$ cat config.mk
export PLATFORM = sky130hd
export DESIGN_NAME = fetch_stage
export DESIGN_NICKNAME = d
export VERILOG_FILES = /design/src/rtl/fetch_stage.sv
export SDC_FILE = /design/constraint.sdc
export NUM_CORES = 1
export LEC_CHECK = 0
export CAP_MARGIN = 20
export CORE_MARGIN = 2
export CORE_UTILIZATION = 56
export CTS_CLUSTER_DIAMETER = 60
export DETAILED_ROUTE_END_ITERATION = 6
export DONT_BUFFER_PORTS = 1
export GPL_ROUTABILITY_DRIVEN = 1
export PLACE_DENSITY = 0.82
export SYNTH_ARGS = -nofsm -noshare
export SYNTH_HDL_FRONTEND = slang
export SYNTH_SLANG_ARGS = --single-unit
export TNS_END_PERCENT = 20
$ cat constraint.sdc
create_clock -name clk -period 1.76 [get_ports clk]
set_input_delay 0.264 -clock clk [delete_from_list [all_inputs] [get_ports clk]]
set_output_delay 0.264 -clock clk [all_outputs]
set_load 0.03 [all_outputs]
$ cat src/rtl/fetch_stage.sv
// Instruction-fetch stage: owns the PC, registers the instruction memory word into
// the IF/ID output register with a valid/ready handshake. Optional: FETCH_PERF_EN.
module fetch_stage #(
  parameter int PC_WIDTH    = 8,
  parameter int INSTR_WIDTH = 18,
  parameter logic [PC_WIDTH-1:0] RESET_PC = '0
) (
  input  logic                   clk,
  input  logic                   rst_n,
  input  logic                   fetch_en,
  output logic [PC_WIDTH-1:0]    imem_addr,
  input  logic [INSTR_WIDTH-1:0] imem_data,
  input  logic                   redirect_valid,
  input  logic [PC_WIDTH-1:0]    redirect_pc,
  output logic                   out_valid,
  input  logic                   out_ready,
  output logic [INSTR_WIDTH-1:0] out_instr,
  output logic [PC_WIDTH-1:0]    out_pc,
  output logic [PC_WIDTH-1:0]    out_pc_next
`ifdef FETCH_PERF_EN
  ,
  output logic [15:0]            perf_fetch_cnt,
  output logic [15:0]            perf_stall_cnt
`endif
);

  logic [PC_WIDTH-1:0]    pc_reg, pc_next;
  logic                   valid_reg, valid_next;
  logic [INSTR_WIDTH-1:0] instr_reg, instr_next;
  logic [PC_WIDTH-1:0]    opc_reg, opc_next;
  logic [PC_WIDTH-1:0]    opc_inc_reg, opc_inc_next;
  logic [PC_WIDTH-1:0]    pc_inc;
  logic                   load;
  logic                   do_fetch;

  assign pc_inc = pc_reg + 1'b1;
  assign load   = !valid_reg || out_ready;

  always_comb begin
    pc_next      = pc_reg;
    valid_next   = valid_reg;
    instr_next   = instr_reg;
    opc_next     = opc_reg;
    opc_inc_next = opc_inc_reg;
    do_fetch     = 1'b0;
    // A redirect flushes even while decode is stalling; the payload simply holds.
    if (redirect_valid) begin
      pc_next    = redirect_pc;
      valid_next = 1'b0;
    end else if (load && fetch_en) begin
      do_fetch     = 1'b1;
      instr_next   = imem_data;
      opc_next     = pc_reg;
      opc_inc_next = pc_inc;
      valid_next   = 1'b1;
      pc_next      = pc_inc;
    end else if (load) begin
      valid_next = 1'b0;
    end
  end

  always_ff @(posedge clk) begin
    if (!rst_n) begin
      pc_reg      <= RESET_PC;
      valid_reg   <= 1'b0;
      instr_reg   <= '0;
      opc_reg     <= '0;
      opc_inc_reg <= '0;
    end else begin
      pc_reg      <= pc_next;
      valid_reg   <= valid_next;
      instr_reg   <= instr_next;
      opc_reg     <= opc_next;
      opc_inc_reg <= opc_inc_next;
    end
  end

  assign imem_addr   = pc_reg;
  assign out_valid   = valid_reg;
  assign out_instr   = instr_reg;
  assign out_pc      = opc_reg;
  assign out_pc_next = opc_inc_reg;

`ifdef FETCH_PERF_EN
  logic [15:0] fetch_cnt_reg, stall_cnt_reg;
  logic        stall_cycle;

  assign stall_cycle = valid_reg && !out_ready && !redirect_valid;

  // Both counters saturate rather than wrap.
  always_ff @(posedge clk) begin
    if (!rst_n) begin
      fetch_cnt_reg <= '0;
      stall_cnt_reg <= '0;
    end else begin
      if (do_fetch && (fetch_cnt_reg != 16'hFFFF))
        fetch_cnt_reg <= fetch_cnt_reg + 16'd1;
      if (stall_cycle && (stall_cnt_reg != 16'hFFFF))
        stall_cnt_reg <= stall_cnt_reg + 16'd1;
    end
  end

  assign perf_fetch_cnt = fetch_cnt_reg;
  assign perf_stall_cnt = stall_cnt_reg;
`else
  logic unused_fetch;
  assign unused_fetch = do_fetch;
`endif

endmodule

==> results of run 1 <==
## state kept, by name (all words and copies together) (netlist names)
| signal | cells |
|---|---|
| out_instr | 18 |
| imem_addr | 8 |
| out_pc_next | 8 |
| out_valid | 1 |
| out_pc | 8 |
## final cells by class
type / instances / area, um^2
clock buffer: 6 / 41.3
clock inverter: 2 / 60.1
multi-input combinational: 152 / 851
tap: 44 / 55.1
inverter: 2 / 7.51
timing repair buffer: 14 / 108
fill: 270 / 1070
sequential: 43 / 861
## final timing paths
| path | endpoint | slack (ps) | cells past startpoint |
|---|---|---|---|
| hold / removal | out_valid | 30 | 2 |
| setup reg to reg | imem_addr[4] | 310 | 5 |
| setup / recovery | imem_addr[4] | 310 | 5 |
| hold reg to reg | out_pc[4] | 520 | 2 |
## placed cells by master, fill, tap and decap left out, types with 2 or more instances in the layout
cell and n:
o21ai_0 14, buf_4 13, bufinv_16 2, xnor2_1 5, a21boi_0 27, nand2_1 61
or3_1 2, nor2_1 3, xor2_1 7, nand4_1 2, inv_1 2, nand3_1 4
dfxtp_1 43, clkbuf_4 5, a21oi_1 11, and3_1 2
## cells in the mapped netlist (2+ instances only)
cell / number
a21boi_0: 27
a21oi_1: 11
and3_1: 2
buf_2: 4
buf_4: 3
clkbuf_1: 6
dfxtp_1: 43
inv_1: 2
nand2_1: 61
nand3_1: 4
nand4_1: 2
nor2_1: 3
o21ai_0: 14
or3_1: 2
xnor2_1: 5
xor2_1: 7
## report_power, final
part | internal (mW) | total, mW | switching (mW)
Clock | 0.443 | 0.760 | 0.316
Combinational | 0.0813 | 0.198 | 0.117
Sequential | 1.02 | 1.14 | 0.116
## metal layers
| layer | vias up | share of wire (%) | wire length [um] |
|---|---|---|---|
| li1 | 718 | - | - |
| met3 | 6 | 8.1 | 306 |
| met5 | - | 0 | 0 |
| met2 | 55 | 49 | 1850 |
| met1 | 647 | 41 | 1570 |
| met4 | 0 | 1.3 | 51 |
## cell families after synthesis
group | share of synthesized area (%)
multiplexers | 0.558
adder cells (fa/ha/maj) | 0.697
AO/OA/AOI/OAI | 19.6
buffers and inverters | 4.67
XOR/XNOR | 5.85
flip-flops | 47.9
AND/OR/NAND/NOR | 20.7
## stage by stage
stage | cells | total power [mW] | instance area, um^2 | util, %
2_1_floorplan | 211 | 1.31 | 1800 | -
3_3_place_gp | 254 | 1.35 | 1870 | 61.3
3_5_place_dp | 254 | 1.36 | 1870 | 61.3
4_1_cts | 262 | 2.11 | 1970 | 64.6
5_1_grt | 263 | 2.17 | 1980 | 65.0
6_report | 263 | 2.10 | 1980 | 65.0
==> flow_summary.yaml, run 1 <==
detailed_routing:
  firstDrtPassIters: 5
  vias: 1426
  wl_per_cell_um: 14.4
  ant_nets: 0
  post-route-drc-count: 0
  drt_iter0_drc: 52
  vias_per_cell: 5.42
  drt-total-wl_um: 3780
global_route:
  antenna_found_initial: 0
  grt_use_total_pct: 21.5
  top_usage_layer: "met2"
  grt_pass1_vias: 1341
  grtUsageMet2_pct: 35.6
  gr-usage-met3_pct: 7.68
  grt_overflow: 0
  grt_max_degree: 44
  grt_use_met1_pct: 26.2
  grt_pass1_wl_um: 5870
synth:
  yosys.area.top_type: "dfxtp_1"
  syn_inst: 211
  yosysSeqAreaShare_pct: 47.9
  ys.flop_type: "dfxtp_1"
  syn-num-nets: 243
  synth_top_area_share_pct: 47.9
  yosys.cell_types.count: 31
  synth_area_mm2: 0.00180
  avgSynthCellArea_um2: 8.51
  async_flop_share_pct: 0
  ys_ff_latch: 43
  ys_top_cells_by_area: "dfxtp_1, nand2_1, a21boi_0"
  synth_edf_count: 0
  synth-warning-count: 0
final_layout:
  num_antenna_cells: 0
  final_nets: 250
  syn2layout_area_growth_pct: 10.5
  drive_above_1_share_pct: 11.0
timing:
  max_freq_mhz: 692
  worst_pin_slew_ps: 458
  skew_ps: 5.34
  holdWs_ps: 29.4
  setup_viol: 0
  setup_tns_ps: 0
  drv_slew: 0
  fin_crit_sh_pct: 82.1
  worst_slack_ps: 315
  rsz0062_at_grt: "no"
  hold_viol: 0
  min_period_ps: 1450
  slew-limit-headroom_pct: 69.4
place:
  dp_hpwl_um: 2660
  port_buffers: 0
  pre_cts_ws_ps: 340
  gp_congestion: 0.821
clocking:
  cts.sinks: 43
  cts_setup_buffers: 0
  clock_path_buffers: 2
  postCtsResizedCells: 0
  cts_tree: "yes"
  cts-hold-fix-buffers: 0
  clk_pin_slew_ps: 120
  h-tree-depth: 2
  clockRootBuffer: "clkbuf_4"
  clk_latency_ps: 350
  cts_buffers: 5
pwr:
  peakVddDrop_uv: 700
  power.density_mw_per_mm2: 1060
  power_leakage_nw: 0.734
critical_path:
  startpoint_type: "flip-flop"
  path_buf_inv: 1
  max_stage_delay_ps: 400
  crit_path_max_fanout: 6
  cpMaxStageDelayCell: "dfxtp_1"
  cpLargestDelayFamily: "simple AND/OR/NAND/NOR gates"
  timing.rr.start: "out_valid"
  cp.arrival_ps: 1700
  setup.worst_path.start: "out_valid"
  cp.required_ps: 2020
  setup.worst_path.class: "flip-flop to flip-flop"
  path_cells: "buf_4, nor2b_1, nor3_1, xnor2_1, a21oi_1"
  end_kind: "flip-flop"
flow_run:
  cap_violations: 0
floorplan:
  die_y_um: 60.6
  fp-row-count: 20
  core_area_mm2: 0.00305
  initial_utilization_pct: 58.8
  fp.dieW_um: 60.6
  ioPinCount: 74
  dieArea_mm2: 0.00368
worst_hold_path:
  min-delay-start: "fetch_en"
  hp-class: "primary input to flip-flop"
status:
  status: "finished, final reports clean"
Note: power is estimated with default switching activity, not from simulation.
==> run 2: changes to the inputs <==
Settings changed: CORE_UTILIZATION 56 to 55, PLACE_DENSITY 0.82 to 0.84.
Clock period 1.76 ns to 1.22 ns, I/O delays scaled along.
==> run 2 against run 1 <==
Against the previous run:
- the run now ends with negative hold slack left
- sequential power grew 38%
- count of clock-buffer cells in the layout rose by 2
- wire length up 20%
- clock skew shrank 0.67 ps
- core utilization grew 14 points
- non-clock buffer count is 46 higher
- global-route usage grew 3.8 points
- first-iteration DRC count is 12% lower
- combinational power rose to 2.5 times the previous value
- cell area grew 23%
- worst setup slack got worse by 310 ps
==> flow_summary.yaml, run 2 (synthesized netlist as in run 1, its figures left out) <==
clocking:
  clk_latency_ps: 350
  cts_tree: "yes"
  cts-hold-fix-buffers: 24
  cts.sinks: 43
  h-tree-depth: 2
  cts_buffers: 5
  clockRootBuffer: "clkbuf_4"
  clk_pin_slew_ps: 120
  clock_path_buffers: 2
global_route:
  grt_overflow: 0
  grt_use_total_pct: 25.3
  antenna_found_initial: 0
  grt_pass1_vias: 1517
  grt_max_degree: 44
  grt_pass1_wl_um: 6880
timing:
  min_period_ps: 1220
  hold_viol: 33
  worst_slack_ps: 2.94
  setup_viol: 0
  skew_ps: 4.66
  max_freq_mhz: 822
  setup_tns_ps: 0
  slew-limit-headroom_pct: 77.4
  holdWs_ps: -51.2
  worst_pin_slew_ps: 339
  fin_crit_sh_pct: 99.8
  drv_slew: 0
  rsz0062_at_grt: "yes"
final_layout:
  drive_above_1_share_pct: 22.6
  largest_reg_flops: 18
  design_area_mm2: 0.00244
  final_common_cell: "nand2_1"
  num_antenna_cells: 0
  final_util_pct: 79.2
  syn2layout_area_growth_pct: 35.7
  final_cell_mix: "nand2_1, dfxtp_1, buf_4"
  final_nets: 296
  layoutNonFillerInstCount: 309
floorplan:
  dieArea_mm2: 0.00374
  die_y_um: 61.1
  initial_utilization_pct: 58.3
  ioPinCount: 74
  fp-row-count: 20
  fp.dieW_um: 61.1
  core_area_mm2: 0.00308
pwr:
  peakVddDrop_uv: 983
  totalPowerFinal_mw: 2.85
  power.density_mw_per_mm2: 1170
  power_leakage_nw: 0.947
critical_path:
  cp.arrival_ps: 1460
  crit_path_max_fanout: 19
  startpoint_type: "flip-flop"
  end_kind: "flip-flop"
  setup.worst_path.class: "flip-flop to flip-flop"
  cp.required_ps: 1460
detailed_routing:
  firstDrtPassIters: 4
  drt_iter0_drc: 46
  ant_nets: 0
  wl_per_cell_um: 14.7
  vias_per_cell: 5.25
  vias: 1621
  post-route-drc-count: 0
  drt-total-wl_um: 4550
place:
  pre_cts_ws_ps: 12.6
  gp_congestion: 0.772
  placed_area_mm2: 0.00209
  port_buffers: 0
  dp_cells: 276
  dp_hpwl_um: 2720
worst_hold_path:
  hp-class: "primary input to flip-flop"
status:
  status: "finished with violations"
  violations: "negative hold slack"
flow_run:
  cap_violations: 0
run 2: changes by cell type in the layout (fill, tap and decap cells not counted), moves of 2 or more:
cell           before  now
dfxtp_4             0    5
clkbuf_8            0    2
dfxtp_1            43   35
bufinv_16           2    0
dfxtp_2             0    3
dlygate4sd3_1       1   24
buf_4              13   34
run 2: worst paths after layout:
path,from,endpoint,slack (ps),cells after the start
setup reg to reg,out_valid,out_pc_next[3],3,5
hold / removal,rst_n,out_pc_next[0],-50,1
setup / recovery,out_valid,out_pc_next[3],3,5
hold reg to reg,out_instr[11],out_instr[11],470,2
run 2: where the power goes:
part	internal, mW	leakage, nW	switching, mW
combinational	0.230	0.552	0.274
sequential	1.48	0.356	0.0957
clock	0.340	0.0386	0.431
run 2: worst max-delay path: stages, from the launching register on:
cell,delay (ps)
dfxtp_4,390
nand2b_4,80
and3_4,210
clkbuf_16,180
o21ai_0,190
a21oi_1,60
run 2: final cells by class:
type                    instances  area, um^2
flip-flops and latches         43         883
multi-input cells             152         882
fillers                       204         641
repair buffers                 60         541
clock buffers                   8        68.8
well taps                      44        55.1
inverters                       2        7.51
run 2: repair_timing:
item	4_1_cts	5_1_grt
buffers inserted	0	0
pin swaps	0	1
endpoints found under the setup margin	1	25
endpoints found under the hold margin	43	34
gates resized for setup	1	4
gates cloned	0	1
run 2: layer usage:
layer  GRT usage, %  vias to the layer above  wire (um)
li1               -                      809          -
met2           43.6                       54       2280
met5              0                        -          0
met1           29.3                      752       1850
met3           8.82                        6        343
met4           8.39                        0         70
